$ cat src/rtl/alu_cmd_pipe.sv
// Command FIFO front-end and result capture stage wrapped around an external
// combinational ALU, with sticky status flags and an illegal-opcode counter.
module alu_cmd_pipe #(
    parameter int N     = 32,
    parameter int DEPTH = 4,
    parameter int TAG_W = 4,
    localparam int AW   = $clog2(DEPTH)
) (
    input  logic             clk,
    input  logic             rst_n,
    input  logic             in_valid,
    output logic             in_ready,
    input  logic [3:0]       in_ctrl,
    input  logic [N-1:0]     in_a,
    input  logic [N-1:0]     in_b,
    input  logic [TAG_W-1:0] in_tag,
    output logic [N-1:0]     alu_a,
    output logic [N-1:0]     alu_b,
    output logic [3:0]       alu_ctrl,
    input  logic [N-1:0]     alu_result,
    input  logic             alu_zero,
    input  logic             alu_negative,
    input  logic             alu_overflow,
    input  logic             alu_carry,
    output logic             out_valid,
    input  logic             out_ready,
    output logic [N-1:0]     out_result,
    output logic [3:0]       out_flags,
    output logic [3:0]       out_ctrl,
    output logic [TAG_W-1:0] out_tag,
    input  logic             flush,
    input  logic             clr_sticky,
    output logic             sticky_ovf,
    output logic             sticky_carry,
    output logic [7:0]       illegal_cnt,
    output logic [AW:0]      occupancy
);

    logic [3:0]       r_mem_ctrl [DEPTH];
    logic [N-1:0]     r_mem_a    [DEPTH];
    logic [N-1:0]     r_mem_b    [DEPTH];
    logic [TAG_W-1:0] r_mem_tag  [DEPTH];

    logic [AW-1:0]    r_wr_ptr;
    logic [AW-1:0]    r_rd_ptr;
    logic [AW:0]      r_count;

    logic             r_out_valid;
    logic [N-1:0]     r_out_result;
    logic [3:0]       r_out_flags;
    logic [3:0]       r_out_ctrl;
    logic [TAG_W-1:0] r_out_tag;
    logic             r_sticky_ovf;
    logic             r_sticky_carry;
    logic [7:0]       r_illegal_cnt;

    logic             w_full;
    logic             w_empty;
    logic             w_push;
    logic             w_pop;
    logic [AW:0]      w_push_inc;
    logic [AW:0]      w_pop_dec;

    assign w_full   = (r_count == (AW+1)'(DEPTH));
    assign w_empty  = (r_count == '0);
    assign in_ready = !w_full;

    // Flush wins over both push and capture so nothing survives the flush edge.
    assign w_push   = in_valid && !w_full && !flush;
    assign w_pop    = !w_empty && (!r_out_valid || out_ready) && !flush;

    assign w_push_inc = {{AW{1'b0}}, w_push};
    assign w_pop_dec  = {{AW{1'b0}}, w_pop};

    assign alu_a    = w_empty ? '0 : r_mem_a[r_rd_ptr];
    assign alu_b    = w_empty ? '0 : r_mem_b[r_rd_ptr];
    assign alu_ctrl = w_empty ? '0 : r_mem_ctrl[r_rd_ptr];

    always_ff @(posedge clk) begin
        if (w_push) begin
            r_mem_ctrl[r_wr_ptr] <= in_ctrl;
            r_mem_a[r_wr_ptr]    <= in_a;
            r_mem_b[r_wr_ptr]    <= in_b;
            r_mem_tag[r_wr_ptr]  <= in_tag;
        end
    end

    always_ff @(posedge clk or negedge rst_n) begin
        if (!rst_n) begin
            r_wr_ptr <= '0;
            r_rd_ptr <= '0;
            r_count  <= '0;
        end else if (flush) begin
            r_wr_ptr <= '0;
            r_rd_ptr <= '0;
            r_count  <= '0;
        end else begin
            if (w_push) r_wr_ptr <= r_wr_ptr + 1'b1;
            if (w_pop)  r_rd_ptr <= r_rd_ptr + 1'b1;
            r_count <= r_count + w_push_inc - w_pop_dec;
        end
    end

    always_ff @(posedge clk or negedge rst_n) begin
        if (!rst_n) begin
            r_out_valid  <= 1'b0;
            r_out_result <= '0;
            r_out_flags  <= '0;
            r_out_ctrl   <= '0;
            r_out_tag    <= '0;
        end else if (flush) begin
            r_out_valid <= 1'b0;
        end else if (w_pop) begin
            r_out_valid  <= 1'b1;
            r_out_result <= alu_result;
            r_out_flags  <= {alu_zero, alu_negative, alu_overflow, alu_carry};
            r_out_ctrl   <= alu_ctrl;
            r_out_tag    <= r_mem_tag[r_rd_ptr];
        end else if (out_ready) begin
            r_out_valid <= 1'b0;
        end
    end

    // A capture coinciding with clr_sticky clears first, then ORs in the new flag.
    always_ff @(posedge clk or negedge rst_n) begin
        if (!rst_n) begin
            r_sticky_ovf   <= 1'b0;
            r_sticky_carry <= 1'b0;
            r_illegal_cnt  <= '0;
        end else begin
            if (w_pop) begin
                r_sticky_ovf   <= (r_sticky_ovf & ~clr_sticky) | alu_overflow;
                r_sticky_carry <= (r_sticky_carry & ~clr_sticky) | alu_carry;
            end else if (clr_sticky) begin
                r_sticky_ovf   <= 1'b0;
                r_sticky_carry <= 1'b0;
            end
            if (w_pop && (alu_ctrl == 4'hF) && (r_illegal_cnt != 8'hFF)) begin
                r_illegal_cnt <= r_illegal_cnt + 8'd1;
            end
        end
    end

    assign out_valid    = r_out_valid;
    assign out_result   = r_out_result;
    assign out_flags    = r_out_flags;
    assign out_ctrl     = r_out_ctrl;
    assign out_tag      = r_out_tag;
    assign sticky_ovf   = r_sticky_ovf;
    assign sticky_carry = r_sticky_carry;
    assign illegal_cnt  = r_illegal_cnt;
    assign occupancy    = r_count;

endmodule

$ cat config.mk
export PLATFORM = sky130hd
export DESIGN_NAME = alu_cmd_pipe
export DESIGN_NICKNAME = d
export VERILOG_FILES = /design/src/rtl/alu_cmd_pipe.sv
export SDC_FILE = /design/constraint.sdc
export NUM_CORES = 1
export LEC_CHECK = 0
export CAP_MARGIN = 15
export CORE_ASPECT_RATIO = 1.75
export CORE_MARGIN = 5
export CORE_UTILIZATION = 45
export DETAILED_ROUTE_END_ITERATION = 8
export PLACE_DENSITY = 0.73
export RECOVER_POWER = 25
export SYNTH_ARGS = -nofsm -noshare
export SYNTH_HDL_FRONTEND = slang
export SYNTH_SLANG_ARGS = --single-unit
export TNS_END_PERCENT = 5
$ cat constraint.sdc
create_clock -name clk -period 2.7 [get_ports clk]
set_input_delay 0.405 -clock clk [delete_from_list [all_inputs] [get_ports clk]]
set_output_delay 0.405 -clock clk [all_outputs]
set_load 0.1 [all_outputs]
Word level (Yosys, flattened, before mapping)
Memories as Yosys holds them, arrays and structs flattened. A register that Yosys moved wholly into a read port is not among the register bits.
Cells that the tools add are included.
{"block": "op_classes", "eq_ne": 3, "mux": 16, "bitwise_logic": 6, "addsub": 5, "reduce_logical": 18}
{"operator": "32-bit 2-to-1 mux", "count": 2}
{"operator": "8-bit by 1-bit adder with 8-bit output (second input constant)", "count": 1}
{"operator": "1-bit 2-to-1 mux", "count": 8}
{"operator": "2-bit 2-to-1 mux", "count": 4}
{"operator": "8-bit inequality test (second input constant)", "count": 1}
{"operator": "1-bit logical AND", "count": 6}
{"operator": "2-bit nonzero test", "count": 3}
{"operator": "1-bit zero test", "count": 5}
{"operator": "2-bit by 1-bit adder with 2-bit output (second input constant)", "count": 2}
{"operator": "4-bit == test (second input constant)", "count": 1}
{"operator": "4-bit 2-to-1 mux", "count": 1}
{"operator": "3-bit by 1-bit adder with 3-bit output", "count": 1}
{"operator": "3-bit == test (second input constant)", "count": 1}
{"operator": "3-bit zero test", "count": 1}
{"operator": "3-bit 2-to-1 mux", "count": 1}
{"operator": "3-bit nonzero test", "count": 1}
{"operator": "3-bit by 1-bit subtractor with 3-bit output", "count": 1}
{"operator": "1-bit bitwise AND", "count": 2}
{"operator": "1-bit inverter", "count": 2}
{"operator": "1-bit bitwise OR", "count": 2}
{"operator": "2-bit AND reduction", "count": 1}
{"operator": "1-bit logical OR", "count": 1}
{"block": "totals", "out_inout_bits": 127, "in_bits": 114, "wordCells": 62, "memories": 4, "ff_bits": 58, "ramBits": 288}
{"name": "r_mem_a", "depth": 4, "width": 32, "read_ports": 1, "rd_ports_with_merged_regs": 0, "write_ports": 1, "line": "40", "text": "logic [N-1:0] r_mem_a [DEPTH];"}
{"name": "r_mem_b", "depth": 4, "width": 32, "read_ports": 1, "rd_ports_with_merged_regs": 0, "write_ports": 1, "line": "41", "text": "logic [N-1:0] r_mem_b [DEPTH];"}
{"name": "r_mem_ctrl", "depth": 4, "width": 4, "read_ports": 1, "rd_ports_with_merged_regs": 0, "write_ports": 1, "line": "39", "text": "logic [3:0] r_mem_ctrl [DEPTH];"}
{"name": "r_mem_tag", "depth": 4, "width": 4, "read_ports": 1, "rd_ports_with_merged_regs": 1, "write_ports": 1, "line": "42", "text": "logic [TAG_W-1:0] r_mem_tag [DEPTH];"}

Depth between registers and ports, before layout
{"block": "depth", "depth_word": 7, "mapped_depth": 12, "mapped_depth_nobuf": 12}

Worst setup path before layout
Ideal clock, no wire load.
{"block": "synth_timing", "path_kind": "flip-flop to flip-flop", "from": "register r_count[1], in the netlist occupancy[1]", "to": "memory r_mem_a[0][0] (enable)", "slack_ns": -1.732, "synth_period_minus_slack_ns": 4.432, "setup_ns": 0.438, "path_stages_with_launch": 6, "n_path_buf": 0, "t_arrival_ns": 3.993, "cell_sequence": "dfrtp_1 > nor2_1 > nand2_1 > nand2_1 > nor2_1 > and2_1"}
{"block": "synth_between", "elab_chain_cells": 6}
{"element": "start, declared", "line": "46", "text": "logic [AW:0] r_count;"}
{"element": "start signal, assigned", "line": "100", "text": "r_count <= r_count + w_push_inc - w_pop_dec;"}
{"element": "3-bit == test", "line": "64", "text": "assign w_full = (r_count == (AW+1)'(DEPTH));"}
{"element": "1-bit zero test"}
{"element": "net in_ready", "line": "12", "text": "output logic in_ready,"}
{"element": "1-bit logical AND (2 in a row)", "line": "69", "text": "assign w_push = in_valid && !w_full && !flush;"}
{"element": "1-bit 2-to-1 mux", "line": "80", "text": "if (w_push) begin"}
{"element": "1-bit 2-to-1 mux (not written as such)", "line": "82", "text": "r_mem_a[r_wr_ptr] <= in_a;"}
{"element": "end, declared", "line": "40"}
The timed path passes the listed nets, and every way through them passes these cells.

Worst setup path after layout
{"block": "layout_timing", "from": "register r_rd_ptr[0]", "to": "output alu_b[5]"}
{"block": "layout_between", "elab_chain_cells": 2}
{"element": "start, declared", "line": "45", "text": "logic [AW-1:0] r_rd_ptr;"}
{"element": "start signal, assigned", "line": "99", "text": "if (w_pop) r_rd_ptr <= r_rd_ptr + 1'b1;"}
{"element": "memory 4 x 32 bit"}
{"element": "32-bit 2-to-1 mux", "line": "76", "text": "assign alu_b = w_empty ? '0 : r_mem_b[r_rd_ptr];"}
{"element": "end, declared", "line": "18", "text": "output logic [N-1:0] alu_b,"}
No other way between the ends.

==> results.md <==
* Dominant delay contributor by cell family on the critical path: flip-flops
* First-pass iteration count of the detailed router at 4
* Critical path data required time at 2300 ps
* Syn. warnings at 0
* Worst slew margin relative to its limit at 61.34%
* Endpoint type of the worst setup path: output pin
* Buffers & Inverters on Critical Path at 3
* GRT overflow at 0
* Maximum number of pins on one net before global-route repair at 63
* HPWL after detailed placement at 18.15 mm
* Number of flops mapped to enable cells by yosys at 288
* Clock insertion delay at the later pin of the skew report at 560 ps
* Boundary pin count at 241
* Number of failing setup endpoints in the final timing report at 32
* Per-cell via count in the routed design at 5.144
* Top area cells in the synthesized netlist: sky130_fd_sc_hd__edfxtp_1 (65%), sky130_fd_sc_hd__mux4_2 (12%), sky130_fd_sc_hd__dfrtp_1 (12%)
* Max-cap violations at 0
* Minimum setup slack after placement at 201.6 ps
* Final Wtd Congestion at 0.7589
* Fmax at 0.3642 GHz
* Layout cells sized above 1 at 36.80%
* Mapped Nets at 766
* Floorplan core area at 29390 um^2
* CTS clock-pin slew for the worst setup and hold paths at 60 ps
* Number of library cell types mapped by synthesis at 32
* Residual DRC count at 0
* Class of the most critical setup path: register to output pin
* Final slew viol count at 0
* Most used standard cells in the synthesized netlist: sky130_fd_sc_hd__edfxtp_1 (288), sky130_fd_sc_hd__mux4_2 (72), sky130_fd_sc_hd__nor2b_1 (70)
* Utilization of the core after routing at 62.63%
* Critical-path top delay cell: sky130_fd_sc_hd__dfrtp_4
* GRT Util Overall at 16.70%
* Syn-to-layout area delta at 37.31%
* Area enclosed by the die boundary at 33470 um^2
* Number of port buffers at 240
* Count of placed standard cells in the final layout, fillers left out at 1329
* Wirelength, routed at 28.85 mm
* Sequential area share after synthesis at 76.09%
* Cell type with the largest total area after synthesis: sky130_fd_sc_hd__edfxtp_1
* Crit path cell chain: buf_6 > clkbuf_16 > mux4_2 > nor2b_2 > buf_12
* Arrival @ worst endpoint at 2340 ps
* Top FF cell, synth: sky130_fd_sc_hd__edfxtp_1
* Failing checks: negative setup slack
* Final critical-path share of the clock period at 101.7%
* Maximum fanout count along the critical path at 8
* Row cnt at 83
* Net count, final at 1042
* Maximum buffer depth of the clock tree at 3
* CP Launch Type: register
* Run status: finished, violations left
* Per-cell routed wire length at 21.71 um
* Mapped cell area at 13400 um^2
* Chip height at 238.3 um
* Avg Inst Size Synth at 20.81 um^2
* Share of flip-flops with an asynchronous set or reset at 17.71%
* Most frequent cell after synthesis: sky130_fd_sc_hd__edfxtp_1
* TritonCTS Buffers at 31
* Number of flip-flops and latches in the synthesized netlist at 350
* Cell count after synthesis at 644
* CP peak stage delay at 560 ps
* Clock tree from TritonCTS: yes
* Number of placed cells counting well taps at 1255
* Sink count of the clock tree at 350
* Unrepaired setup endpoints after global routing: yes
* Min Hold Slack at 323.7 ps
* Time the final worst path needs with I/O delays and setup at 2746 ps
* Worst-Margin Slew at 579.9 ps
* Worst setup margin at -46.01 ps
* Hold violation count in the final report at 0
* Kind of path behind the tightest hold check: input pin to async pin
* Post-route ant nets at 0
* Iteration-0 DRC count of the detailed router at 346
* Initial standard-cell utilization of the core at 45.61%
* Cell at the root of the clock tree: sky130_fd_sc_hd__clkbuf_16
* Clock H-tree levels at 1
* Number of vias in the routed layout at 6837
* Width of the die at 140.5 um
* Final setup skew at 8.967 ps
* Share of the synthesized area in the top cell type at 64.52%
* Wire length of the first global-routing pass at 43.15 mm
* Vias in the first global route at 7355
* Antenna violations before repair at 6
## cells in the final DEF, fill, tap and decap left out, types with 10 or more instances in the layout
| cell type | count |
|---|---|
| sky130_fd_sc_hd__buf_12 | 78 |
| sky130_fd_sc_hd__mux2_1 | 20 |
| sky130_fd_sc_hd__buf_4 | 68 |
| sky130_fd_sc_hd__dlygate4sd3_1 | 52 |
| sky130_fd_sc_hd__nor2b_1 | 34 |
| sky130_fd_sc_hd__nor2b_2 | 29 |
| sky130_fd_sc_hd__clkbuf_16 | 38 |
| sky130_fd_sc_hd__clkdlybuf4s50_1 | 61 |
| sky130_fd_sc_hd__edfxtp_1 | 288 |
| sky130_fd_sc_hd__inv_1 | 10 |
| sky130_fd_sc_hd__nor2_1 | 10 |
| sky130_fd_sc_hd__dfrtp_1 | 56 |
| sky130_fd_sc_hd__mux4_2 | 72 |
| sky130_fd_sc_hd__mux2_2 | 21 |
## state kept, by name (all words and copies together) (netlist names), 2 cells and up
| signal | count |
|---|---|
| r_mem_ctrl | 16 |
| r_rd_ptr | 2 |
| out_tag | 4 |
| out_ctrl | 4 |
| r_mem_a | 128 |
| occupancy | 3 |
| out_flags | 4 |
| r_wr_ptr | 2 |
| r_mem_b | 128 |
| r_mem_tag | 16 |
| illegal_cnt | 8 |
| out_result | 32 |
## cell type report
cell class | count | area (um^2)
antenna | 4 | 10.01
clock buffer | 38 | 802.0
clock inverter | 18 | 155.1
fill | 2060 | 10980
inverter | 10 | 37.54
multi-input combinational | 254 | 3188
sequential | 350 | 10210
tap | 382 | 478.0
timing repair buffer | 273 | 3520
## stage by stage
| step | setup TNS (ps) | area (um^2) |
|---|---|---|
| finish | -590.9 | 18410 |
| global route | -5541 | 18400 |
| CTS | -4616 | 18180 |
| detailed placement | 0 | 17090 |
| global placement | 0 | 17090 |
| floorplan | -6233 | 13510 |
## kinds of logic (layout without fill, tap and decap cells)
group	Yosys count	count (layout)	synth area share, %
buf+inv	40	339	1.270
other cells	0	4	0
xor+xnor	11	11	0.7188
compound gates	9	9	0.3547
simple gates	112	112	5.106
flops	350	350	76.09
mux	114	114	15.65
fa+ha+maj	8	8	0.8027
## path summary, 6_finish.rpt
check	slack (ps)	depth (start not counted)	endpoint	startpoint
worst min-delay path	320	2	out_result[16]	rst_n
worst min register to register	490	1	out_result[10]	out_result[10]
worst max-delay path	-50	5	alu_b[5]	r_rd_ptr[0]
min in group clk	430	3	r_wr_ptr[1]	in_valid
max in group asynchronous	1630	3	out_result[9]	rst_n
worst max register to register	380	6	illegal_cnt[1]	r_rd_ptr[0]
## timing repair
item / CTS / global route
hold buffers: 1 / 0
setup buffers: 3 / 3
gates resized for setup: 7 / 17
cloned: 2 / 5
setup endpoints to repair: 67 / 66
hold endpoints to repair: 19 / 0
pin swaps: 0 / 1
## routing by layer
| metal | wire [um] | GRT usage (%) | vias to the layer above | share of wire, % |
|---|---|---|---|---|
| met5 | 27 | 0 | - | 0.094 |
| met4 | 488 | 4.261 | 4 | 1.7 |
| met3 | 1997 | 3.609 | 41 | 6.9 |
| met2 | 16080 | 30.80 | 242 | 56 |
| met1 | 10250 | 19.75 | 3470 | 36 |
| li1 | - | - | 3080 | - |
Power is left out: the tool's default activity adds up to more than one toggle a clock period on the data nets, which glitch-free logic cannot reach.
